===== config.mk =====
export PLATFORM = sky130hd
export DESIGN_NAME = pong_game_ctrl_flat
export DESIGN_NICKNAME = d
export VERILOG_FILES = /design/src/rtl/pong_game_ctrl_if.sv /design/src/rtl/pong_game_ctrl.sv /design/src/flat_wrapper.sv
export SDC_FILE = /design/constraint.sdc
export NUM_CORES = 1
export LEC_CHECK = 0
export ABC_AREA = 0
export CAP_MARGIN = 10
export CORE_MARGIN = 2
export CORE_UTILIZATION = 55
export CTS_CLUSTER_DIAMETER = 80
export DETAILED_ROUTE_END_ITERATION = 8
export GPL_TIMING_DRIVEN = 1
export HOLD_SLACK_MARGIN = 0.03
export PLACE_DENSITY = 0.8
export RECOVER_POWER = 50
export REMOVE_ABC_BUFFERS = 1
export SYNTH_ARGS = -nofsm -noshare
export SYNTH_HDL_FRONTEND = slang
export SYNTH_SLANG_ARGS = --single-unit

===== constraint.sdc =====
create_clock -name clk -period 2.7 [get_ports clk]
set_input_delay 0.81 -clock clk [delete_from_list [all_inputs] [get_ports clk]]
set_output_delay 0.81 -clock clk [all_outputs]
set_load 0.02 [all_outputs]

===== src/rtl/pong_game_ctrl_if.sv =====
// pong_game_ctrl_if: point/tick/button inputs and score/overlay outputs of the Pong sequencer.
interface pong_game_ctrl_if;
   logic       frame_tick;
   logic       btn_start;
   logic       point_l;
   logic       point_r;
   logic [3:0] dig0;
   logic [3:0] dig1;
   logic [3:0] dig2;
   logic [3:0] dig3;
   logic [1:0] ball;
   logic       graph_still;
   logic       show_score;
   logic       show_over;
   logic [1:0] state_o;
   modport master (
      output frame_tick, btn_start, point_l, point_r,
      input  dig0, dig1, dig2, dig3, ball, graph_still, show_score, show_over, state_o
   );
   modport slave (
      input  frame_tick, btn_start, point_l, point_r,
      output dig0, dig1, dig2, dig3, ball, graph_still, show_score, show_over, state_o
   );
endinterface


===== src/rtl/pong_game_ctrl.sv =====
// pong_game_ctrl: Pong game sequencer with BCD scores, serve/game-over timers and overlay enables.
module pong_game_ctrl #(
   parameter int WIN_SCORE   = 11,
   parameter int SERVE_TICKS = 120,
   parameter int OVER_TICKS  = 180,
   parameter int TW          = 8
) (
   input logic            clk,
   input logic            reset_n,
   pong_game_ctrl_if.slave bus
);
   localparam logic [3:0] WIN_T = 4'(WIN_SCORE / 10);
   localparam logic [3:0] WIN_O = 4'(WIN_SCORE % 10);
   typedef enum logic [1:0] {IDLE = 2'd0, SERVE = 2'd1, PLAY = 2'd2, OVER = 2'd3} state_t;
   state_t        state, state_n;
   logic          btn_q, start_edge;
   logic [TW-1:0] timer, timer_n;
   logic [7:0]    score_l, score_r, score_l_n, score_r_n, inc_l, inc_r;
   logic [1:0]    ball, ball_n;
   logic          graph_still, show_score, show_over;
   logic          win_l, win_r, load_serve, load_over, clear;

   // tens saturate at 9 so 99 + 1 holds at 99
   function automatic logic [7:0] bcd_inc(input logic [7:0] s);
      return s[3:0] == 4'd9 ? (s[7:4] == 4'd9 ? s : {s[7:4] + 4'd1, 4'd0})
                            : {s[7:4], s[3:0] + 4'd1};
   endfunction

   assign start_edge = bus.btn_start & ~btn_q;
   assign inc_l      = bcd_inc(score_l);
   assign inc_r      = bcd_inc(score_r);
   assign win_l      = inc_l == {WIN_T, WIN_O};
   assign win_r      = inc_r == {WIN_T, WIN_O};

   always_ff @(posedge clk or negedge reset_n)
      if (!reset_n) state <= IDLE;
      else          state <= state_n;

   always_comb begin
      state_n = state;
      case (state)
         IDLE:    state_n = start_edge ? SERVE : IDLE;
         SERVE:   state_n = timer == '0 ? PLAY : SERVE;
         PLAY:    state_n = bus.point_l ? (win_l ? OVER : SERVE)
                          : bus.point_r ? (win_r ? OVER : SERVE) : PLAY;
         OVER:    state_n = (start_edge && timer == '0) ? SERVE : OVER;
         default: state_n = IDLE;
      endcase
   end

   // a load on entering SERVE/OVER overrides a coincident frame tick
   always_comb begin
      load_serve = state_n == SERVE && state != SERVE;
      load_over  = state_n == OVER && state != OVER;
      clear      = state == OVER && state_n == SERVE;
      timer_n    = load_serve ? TW'(SERVE_TICKS)
                 : load_over ? TW'(OVER_TICKS)
                 : (bus.frame_tick && timer != '0) ? timer - 1'b1 : timer;
      score_l_n  = clear ? 8'd0 : (state == PLAY && bus.point_l) ? inc_l : score_l;
      score_r_n  = clear ? 8'd0 : (state == PLAY && !bus.point_l && bus.point_r) ? inc_r : score_r;
      ball_n     = load_over ? 2'd0
                 : load_serve ? ((state == PLAY && bus.point_l) ? 2'd2 : 2'd1) : ball;
   end

   always_ff @(posedge clk or negedge reset_n)
      if (!reset_n) begin
         btn_q       <= 1'b0;
         timer       <= '0;
         score_l     <= 8'd0;
         score_r     <= 8'd0;
         ball        <= 2'd0;
         graph_still <= 1'b1;
         show_score  <= 1'b1;
         show_over   <= 1'b0;
      end else begin
         btn_q       <= bus.btn_start;
         timer       <= timer_n;
         score_l     <= score_l_n;
         score_r     <= score_r_n;
         ball        <= ball_n;
         graph_still <= state_n != PLAY;
         show_score  <= 1'b1;
         show_over   <= state_n == OVER;
      end

   assign bus.dig0        = score_l[3:0];
   assign bus.dig1        = score_l[7:4];
   assign bus.dig2        = score_r[3:0];
   assign bus.dig3        = score_r[7:4];
   assign bus.ball        = ball;
   assign bus.graph_still = graph_still;
   assign bus.show_score  = show_score;
   assign bus.show_over   = show_over;
   assign bus.state_o     = state;
endmodule


===== src/flat_wrapper.sv =====
// flat-port wrapper written by rule: the top's interface ports become plain ports
module pong_game_ctrl_flat 
#(
   parameter int WIN_SCORE   = 11,
   parameter int SERVE_TICKS = 120,
   parameter int OVER_TICKS  = 180,
   parameter int TW          = 8
)
  (clk, reset_n, bus_frame_tick, bus_btn_start, bus_point_l, bus_point_r, bus_dig0, bus_dig1, bus_dig2, bus_dig3, bus_ball, bus_graph_still, bus_show_score, bus_show_over, bus_state_o);
  pong_game_ctrl_if bus_i ();
  input logic clk;
  input logic reset_n;
  input wire logic [$bits(bus_i.frame_tick)-1:0] bus_frame_tick;
  input wire logic [$bits(bus_i.btn_start)-1:0] bus_btn_start;
  input wire logic [$bits(bus_i.point_l)-1:0] bus_point_l;
  input wire logic [$bits(bus_i.point_r)-1:0] bus_point_r;
  output wire logic [$bits(bus_i.dig0)-1:0] bus_dig0;
  output wire logic [$bits(bus_i.dig1)-1:0] bus_dig1;
  output wire logic [$bits(bus_i.dig2)-1:0] bus_dig2;
  output wire logic [$bits(bus_i.dig3)-1:0] bus_dig3;
  output wire logic [$bits(bus_i.ball)-1:0] bus_ball;
  output wire logic [$bits(bus_i.graph_still)-1:0] bus_graph_still;
  output wire logic [$bits(bus_i.show_score)-1:0] bus_show_score;
  output wire logic [$bits(bus_i.show_over)-1:0] bus_show_over;
  output wire logic [$bits(bus_i.state_o)-1:0] bus_state_o;
  assign bus_i.frame_tick = bus_frame_tick;
  assign bus_i.btn_start = bus_btn_start;
  assign bus_i.point_l = bus_point_l;
  assign bus_i.point_r = bus_point_r;
  assign bus_dig0 = bus_i.dig0;
  assign bus_dig1 = bus_i.dig1;
  assign bus_dig2 = bus_i.dig2;
  assign bus_dig3 = bus_i.dig3;
  assign bus_ball = bus_i.ball;
  assign bus_graph_still = bus_i.graph_still;
  assign bus_show_score = bus_i.show_score;
  assign bus_show_over = bus_i.show_over;
  assign bus_state_o = bus_i.state_o;
  pong_game_ctrl #(.WIN_SCORE(WIN_SCORE), .SERVE_TICKS(SERVE_TICKS), .OVER_TICKS(OVER_TICKS), .TW(TW)) u_core (.clk(clk), .reset_n(reset_n), .bus(bus_i));
endmodule

=== After elaboration in Yosys (flattened, before gate mapping) ===
Index checks and enable logic that the tools add are counted.

* Muxes and demuxes: 22
* Equality and inequality tests: 14
* Bitwise operators: 2
* Add/sub/neg operators: 5
* Reductions and logical operators: 16

{| class="wikitable"
|+ Operators with widths
! operator !! number
|-
| $mux 8 || 11
|-
| $mux 2 || 9
|-
| $add 4x1->4 const B || 4
|-
| $eq 4x4->1 const B || 4
|-
| $eq 8x5->1 const B || 2
|-
| $logic_and 1x1->1 || 8
|-
| $logic_not 8->1 || 1
|-
| $pmux 2 s4 || 1
|-
| $reduce_bool 8->1 || 1
|-
| $sub 8x1->8 const B || 1
|-
| $eq 2x2->1 const B || 3
|-
| $reduce_bool 2->1 || 3
|-
| $eq 2x1->1 const B || 2
|-
| $ne 2x2->1 const B || 2
|-
| $reduce_bool 3->1 || 1
|-
| $logic_not 2->1 || 1
|-
| $ne 2x1->1 const B || 1
|-
| $and 1x1->1 || 1
|-
| $logic_not 1->1 || 1
|-
| $mux 1 || 1
|-
| $not 1->1 || 1
|}

* Bits in registers: 31
* Output and inout port bits: 23
* Input port bits: 6

=== Logic depth before layout (Yosys ltp) ===
Gate-level depths: netlist of the first run.

* Depth in word-level cells: 12
* Depth in mapped cells: 11

=== Worst setup path after synthesis of the first run ===
Ideal clock, no wire load.

* Path type: input-to-reg
* Start: input bus_point_l
* End: register u_core.score_r[3]
* Path slack: 0.313 ns
* Data required time: 2.630 ns
* Stages: 9
* Buffers on the path: 3
* Setup time: 0.070 ns
* Arrival time: 2.316 ns
* Cells stage by stage: and3b_1 -> clkbuf_1 -> nand4_1 -> a2111oi_4 -> a21oi_2 -> and4_4 -> buf_6 -> buf_12 -> nor2_4

* Word-level cells in the longest chain between the ends: 5
* Elaborated cells between the ends (all ways): 9
* Classes of those cells: eq/ne (1); mux (3); reduce/logical (5)

{| class="wikitable"
|+ Ends and longest elaborated chain
! element !! line !! source
|-
| start: declaration || flat_wrapper.sv:15 || <nowiki>input wire logic [$bits(bus_i.point_l)-1:0] bus_point_l;</nowiki>
|-
| $mux 2 || pong_game_ctrl.sv:44 || <nowiki>PLAY: state_n = bus.point_l ? (win_l ? OVER : SERVE)</nowiki>
|-
| $pmux 2 s4 || pong_game_ctrl.sv:41 || <nowiki>case (state)</nowiki>
|-
| $eq 2x1->1 || pong_game_ctrl.sv:55 || <nowiki>clear = state == OVER && state_n == SERVE;</nowiki>
|-
| $logic_and 1x1->1 || pong_game_ctrl.sv:55 ||
|-
| $mux 8 / $reduce_bool 2->1 (equally long branches) || - ||
|-
| end signal: assignment || pong_game_ctrl.sv:79 || <nowiki>score_r <= score_r_n;</nowiki>
|-
| end: declaration || pong_game_ctrl.sv:18 || <nowiki>logic [7:0] score_l, score_r, score_l_n, score_r_n, inc_l, inc_r;</nowiki>
|}

Several ways; a longest one is shown, not always the timed one.
A chain may end at the register's enable or synchronous reset.

=== Worst setup path in the final report of the first run ===
* Start: input bus_point_l
* End: register u_core.ball[1], in the netlist u_core.bus.ball[1]

* Word-level cells in the longest chain between the ends: 5
* Elaborated cells between the ends (all ways): 11
* Classes of those cells: eq/ne (2); mux (5); reduce/logical (4)

{| class="wikitable"
|+ Ends and longest elaborated chain
! element !! line !! source
|-
| $mux 2 (*) || pong_game_ctrl.sv:44 ||
|-
| $pmux 2 s4 (*) || pong_game_ctrl.sv:41 ||
|-
| named net u_core.state_n[1] || pong_game_ctrl.sv:15 || <nowiki>state_t state, state_n;</nowiki>
|-
| $eq 2x2->1 / $eq 2x1->1 (equally long branches) || pong_game_ctrl.sv:54, pong_game_ctrl.sv:53 ||
|-
| $logic_and 1x1->1, on equally long branches || pong_game_ctrl.sv:54, pong_game_ctrl.sv:53 ||
|-
| $mux 2 / $reduce_bool 2->1 (equally long branches) || - ||
|-
| end signal: assignment || pong_game_ctrl.sv:80 || <nowiki>ball <= ball_n;</nowiki>
|-
| end: declaration || pong_game_ctrl.sv:19 || <nowiki>logic [1:0] ball, ball_n;</nowiki>
|}

The timed path passes the listed nets; every way through them passes the cells marked *. The select of a mux whose other input is x is not followed.

==> results by group, run 1 <==
Outcome
  – Status: completed

Floorplan
  – I/O Pins: 29
  – Die Ht: approximately 65 µm
  – Die area: between 4000 and 5000 µm²
  – Core Region: 3630 µm²
  – Die width: around 65 µm
  – Starting Density: a little under three fifths
  – Floorplan row count: 22

Min path
  – Worst Min Path Start: u_core.bus.ball[0]
  – Worst Hold Class: reg2reg

Detailed routing
  – Initial DRC count: 71
  – WL per Instance: about 14 µm
  – Final WL: slightly above 4 mm
  – Residual DRC: 0
  – First-pass DRT Iterations: 4
  – Vias: roughly 1600
  – Antenna-violating nets left: 0
  – Vias per std cell: 5.54

Logic synthesis
  – Post-synthesis sequential area ratio: between 30% and 40%
  – Synth Register Bits: 31
  – Syn avg cell area: 9.92 µm²
  – Synthesis warning total: 0
  – Async set-or-reset flop fraction in the synthesized netlist: between 90% and 100%
  – Post-Synthesis Cells: between 200 and 250
  – Distinct cells, synth: 52
  – Synth Flop Type: dfrtp_1
  – Cell Area, Synth: between 2000 and 2500 µm²
  – Number of enable flip-flop cells after synthesis: 0

Worst setup path
  – Critical Path Sink Type: flip-flop
  – Worst path max stage delay: about 500 ps
  – Critical-path maximum fanout: 3
  – Worst Setup Start Kind: primary input
  – Critical-path cell list: clkdlybuf4s50_1 > and3b_1 > nand4_1 > a2111oi_4 > a21oi_2 > buf_4 > nand3b_2 > mux2_2
  – Critical path launch point: bus_point_l
  – Required @ worst endpoint: about 2900 ps
  – Critical path arrival: approximately 2700 ps
  – Worst r2r path cells: 7
  – R2r setup slk: 320 ps
  – Worst Setup EP: u_core.bus.ball[1]
  – Worst reg2reg path endpoint: u_core.score_l[2]
  – R2r startpoint: u_core.score_r[0]
  – Slowest CP cell: clkdlybuf4s50_1
  – Crit Path Class: in2reg

Clocking
  – CTS max path bufs: 2
  – Clk sinks: 31
  – TritonCTS clock tree: done
  – Hold Buf Count CTS: 0
  – Setup bufs post-CTS: 0
  – Clock transition at path regs: roughly 60 ps
  – H-tree depth: 2
  – Post-CTS sizing: 0
  – CTS buffer count: 5
  – Root Driver: clkbuf_8
  – Clk_lat worst skew: approximately 280 ps

Final layout
  – FF/Latch Area: 777 µm²
  – N_diodes: 0
  – P&R area growth vs syn: 23.0%
  – Most common cell after layout, fill and taps aside: dfrtp_1
  – Most frequent cells in the layout: dfrtp_1 (30), clkdlybuf4s50_1 (21), nor2_1 (16)
  – Final non-filler cell total: between 200 and 300
  – Layout cells sized above 1: a little under a fifth
  – Final net count: 262
  – Multi-input logic area: between 1000 and 1500 µm²
  – FILL cells: approximately 290

Place
  – DP Cell Count: about 290
  – Dpl ws: -134 ps
  – RD Place Congestion: ~0.8
  – HPWL after DPL: approximately 3 mm
  – PortBufs: 27

STA
  – Crit share post-route: between 90% and 100%
  – Max Fclk: roughly 390 MHz
  – Worst slew pin tran: 779 ps
  – Setup Skew: between 3 and 4 ps
  – Slew margin rel.: roughly half
  – RSZ-0062 raised after global routing: no
  – TNS Setup: 0 ps
  – Final Hold Slack: 538 ps
  – Setup ws final: 148 ps
  – Period minus WS final: between 2000 and 3000 ps
  – Final Hold Vio Count: 0
  – Setup-failing EPs final: 0
  – Max Transition Viols Final: 0

Flow run
  – Max_cap viols: 0

Power and ir drop
  – Peak supply drop: roughly 0.00061 V
  – Pwr Total: a little over 0.002 W
  – Static leakage: ~1.1 nW
  – Power per Cell Area: 796 nW/µm²

Global routing
  – All-Layer GR Usage: between 20% and 30%
  – Total gr overflow: 0
  – Pin count of the biggest net entering global routing: 32
  – Vias in the first global route: around 1600
  – Global-route wire length before repair: approximately 7.3 mm
  – Antenna violations before repair: 0
-- cells by family after synthesis --
kind of cell / share of synthesized area [%]
buffers and inverters: 5.46
other: 0.182
multiplexers: 1.64
AO/OA/AOI/OAI: 15.5
adder cells (fa/ha/maj): 5.46
XOR/XNOR: 5.52
AND/OR/NAND/NOR: 28.6
flip-flops: 37.7
-- registers in the layout (all words and copies together) (netlist names) --
signal / cells
u_core.score_r: 8
u_core.btn_q: 1
u_core.bus.ball: 2
u_core.score_l: 8
u_core.bus.state_o: 2
u_core.bus.show_over: 1
u_core.bus.graph_still: 1
u_core.timer: 8
-- worst min path at each step --
stage,cells after the start,to,slack [ps]
after floorplan,0,u_core.btn_q,510
after global placement,2,u_core.bus.ball[0],530
after detailed placement,2,u_core.timer[4],530
after CTS,2,u_core.bus.ball[0],550
after global routing,2,u_core.bus.ball[0],570
final,2,u_core.bus.ball[0],540
-- per-stage QoR --
stage | utilization, % | area (µm²)
final | 69.9 | 2540
after floorplan | - | 1980
after CTS | 70.0 | 2540
after global placement | 67.3 | 2440
after global routing | 69.9 | 2540
after detailed placement | 67.3 | 2440
-- worst max-delay path, delay by kind of cell --
family          cells  cell delay, ps
simple gates        3             460
compound gates      2             450
buf+inv             2             640
mux                 1             350
-- synth_stat cells (6+ instances only) --
| cell type | n | area [µm²] |
|---|---|---|
| and2_1 | 6 | 37.5 |
| xor2_1 | 7 | 61.3 |
| dfrtp_1 | 30 | 751 |
| nor2_1 | 16 | 60.1 |
| xnor2_1 | 6 | 52.6 |
| ha_1 | 9 | 113 |
| nor3b_1 | 6 | 45.0 |
| inv_1 | 9 | 33.8 |
| nand3_1 | 7 | 35.0 |
| a21oi_1 | 15 | 75.1 |
| nand2_1 | 15 | 56.3 |
| nor2_4 | 10 | 113 |
-- cell type report --
type	count	area share [%]
Clock buffer	8	3.94
Inverter	9	1.33
Multi-Input combinational cell	159	46.2
Sequential cell	31	30.6
Tap cell	48	2.37
Timing Repair Buffer	41	15.5
-- per-layer routing --
layer	up-vias	routed length, µm	track usage, %
li1	816	-	-
met2	42	1920	33.5
met3	8	192	5.48
met4	0	74	8.07
met1	775	1900	30.8
met5	-	0	0
-- power by group --
group	leakage [nW]	internal, W	switching, W
Clock	0.0515	0.000232	0.000165
Sequential	0.400	0.000584	0.000157
Combinational	0.628	0.000432	0.000450
No activity file was read; power rests on OpenSTA's default activity.
==> inputs of run 2 (changes only) <==
==> constraint.sdc (replaced) <==
create_clock -name clk -period 2.7 [get_ports clk]
set_input_delay 0.405 -clock clk [delete_from_list [all_inputs] [get_ports clk]]
set_output_delay 0.405 -clock clk [all_outputs]
set_load 0.02 [all_outputs]
==> results by group, run 2 (same netlist as run 1, synthesis figures left out) <==
STA
  – Setup-failing EPs final: 0
  – Period minus WS final: around 2400 ps
  – Max Transition Viols Final: 32
  – Final Hold Vio Count: 0
  – Worst slew pin tran: 1710 ps
  – Slew margin rel.: -13.9%
  – RSZ-0062 raised after global routing: no
  – Crit share post-route: about 89%
  – TNS Setup: 0 ps
  – Max Fclk: around 420 MHz
  – Setup Skew: 7.73 ps

Power and ir drop
  – Power per Cell Area: 773 nW/µm²
  – Peak supply drop: ~0.00057 V
  – Static leakage: 1.02 nW

Worst setup path
  – Critical-path maximum fanout: 16
  – Required @ worst endpoint: a little under 3000 ps
  – Worst Setup Start Kind: flip-flop
  – Critical Path Sink Type: flip-flop
  – Critical path arrival: about 2600 ps
  – Crit Path Class: reg2reg

Final layout
  – Most common cell after layout, fill and taps aside: dfrtp_1
  – Layout cells sized above 1: 14.6%
  – P&R area growth vs syn: 17.5%
  – Post-route cell area: roughly 2400 µm²
  – N_diodes: 0
  – Final net count: 253
  – Fin util: between 60% and 70%
  – Top flop regs: u_core.score_l: 8 flops, u_core.score_r: 8 flops, u_core.timer: 8 flops
  – Most frequent cells in the layout: dfrtp_1 (30), clkdlybuf4s50_1 (17), nor2_1 (16)

Detailed routing
  – WL per Instance: 14.0 µm
  – Vias: about 1600
  – Vias per std cell: 5.61
  – Initial DRC count: 86
  – Final WL: a little over 4 mm
  – Residual DRC: 0
  – First-pass DRT Iterations: 4
  – Antenna-violating nets left: 0

Floorplan
  – Die width: ~65 µm
  – Starting Density: 56.8%
  – Core Region: approximately 3600 µm²
  – Die Ht: 65.3 µm
  – Die area: 4260 µm²
  – Floorplan row count: 22
  – I/O Pins: 29

Clocking
  – Post-CTS sizing: 0
  – H-tree depth: 2
  – Hold Buf Count CTS: 0
  – Clk_lat worst skew: approximately 290 ps
  – Root Driver: clkbuf_8
  – CTS max path bufs: 2
  – Clock transition at path regs: approximately 70 ps
  – CTS buffer count: 5
  – TritonCTS clock tree: done
  – Setup bufs post-CTS: 0
  – Clk sinks: 31

Outcome
  – Failing checks: max-capacitance violations, max-slew violations
  – Status: finished, violations left

Global routing
  – All-Layer GR Usage: a little over a fifth
  – Total gr overflow: 0
  – Vias in the first global route: between 1000 and 1500
  – Pin count of the biggest net entering global routing: 32
  – Antenna violations before repair: 0
  – Global-route wire length before repair: ~7.0 mm

Place
  – RD Place Congestion: between 0.8 and 0.9
  – HPWL after DPL: approximately 2.8 mm
  – Cell Area, Placed: ~2400 µm²
  – PortBufs: 27

Min path
  – Worst Hold Class: reg2reg

Flow run
  – Max_cap viols: 1
## run 2: changes by cell type in the layout (fill, tap and decap cells not counted)
cell,delta
buf_4,-7
clkdlybuf4s50_1,-4
dlygate4sd3_1,+4
clkbuf_1,+3
buf_12,-2
clkbuf_8,-2
clkbuf_2,-1
## run 2: final timing paths
| check | from | endpoint | slack (ps) | cells past startpoint |
|---|---|---|---|---|
| worst max-delay path | u_core.score_r[0] | u_core.score_l[2] | 310 | 7 |
| worst min register to register | u_core.bus.ball[0] | u_core.bus.ball[0] | 550 | 2 |
| min in group asynchronous | reset_n | u_core.score_l[7] | 1120 | 2 |
| worst max register to register | u_core.score_r[0] | u_core.score_l[2] | 310 | 7 |
| max in group asynchronous | reset_n | u_core.bus.show_over | 590 | 2 |
| worst min-delay path | u_core.bus.ball[0] | u_core.bus.ball[0] | 550 | 2 |
## run 2: area by class of cell
type | count | area, µm²
clock buffers | 8 | 80.1
fillers | 316 | 1210
inverters | 9 | 33.8
multi-input cells | 159 | 1170
flip-flops and latches | 31 | 777
well taps | 48 | 60.1
repair buffers | 32 | 300
## run 2: worst max-delay path: stages (launching register included)
cell	delay, ps
dfrtp_1	510
ha_1	240
and3b_1	310
nand2_1	170
nor3b_1	220
o2111ai_1	190
and4_4	380
a311oi_2	260
## run 2: power by group
part	internal, W	switching (W)	leakage (nW)
combinational	0.000352	0.000449	0.582
sequential	0.000585	0.000139	0.400
clock	0.000183	0.000167	0.0395
total	0.00112	0.000755	1.02
## run 2: metrics by stage
stage / hold slack, ps / setup slack (ps) / instances / total power, W
after global placement: 532 / 247 / 279 / 0.00153
after detailed placement: 531 / 237 / 279 / 0.00154
after global routing: 584 / 134 / 287 / 0.00200
after CTS: 549 / 303 / 287 / 0.00190
after floorplan: 109 / 361 / 199 / 0.00127
final: 545 / 309 / 287 / 0.00187
## run 2: routing by layer
metal  wire, µm  vias up  track usage, %
met4         76        0            9.90
met2       1860       42            31.0
met3        190        7            4.97
li1           -      793               -
met1       1900      769            29.6
met5          0        -               0
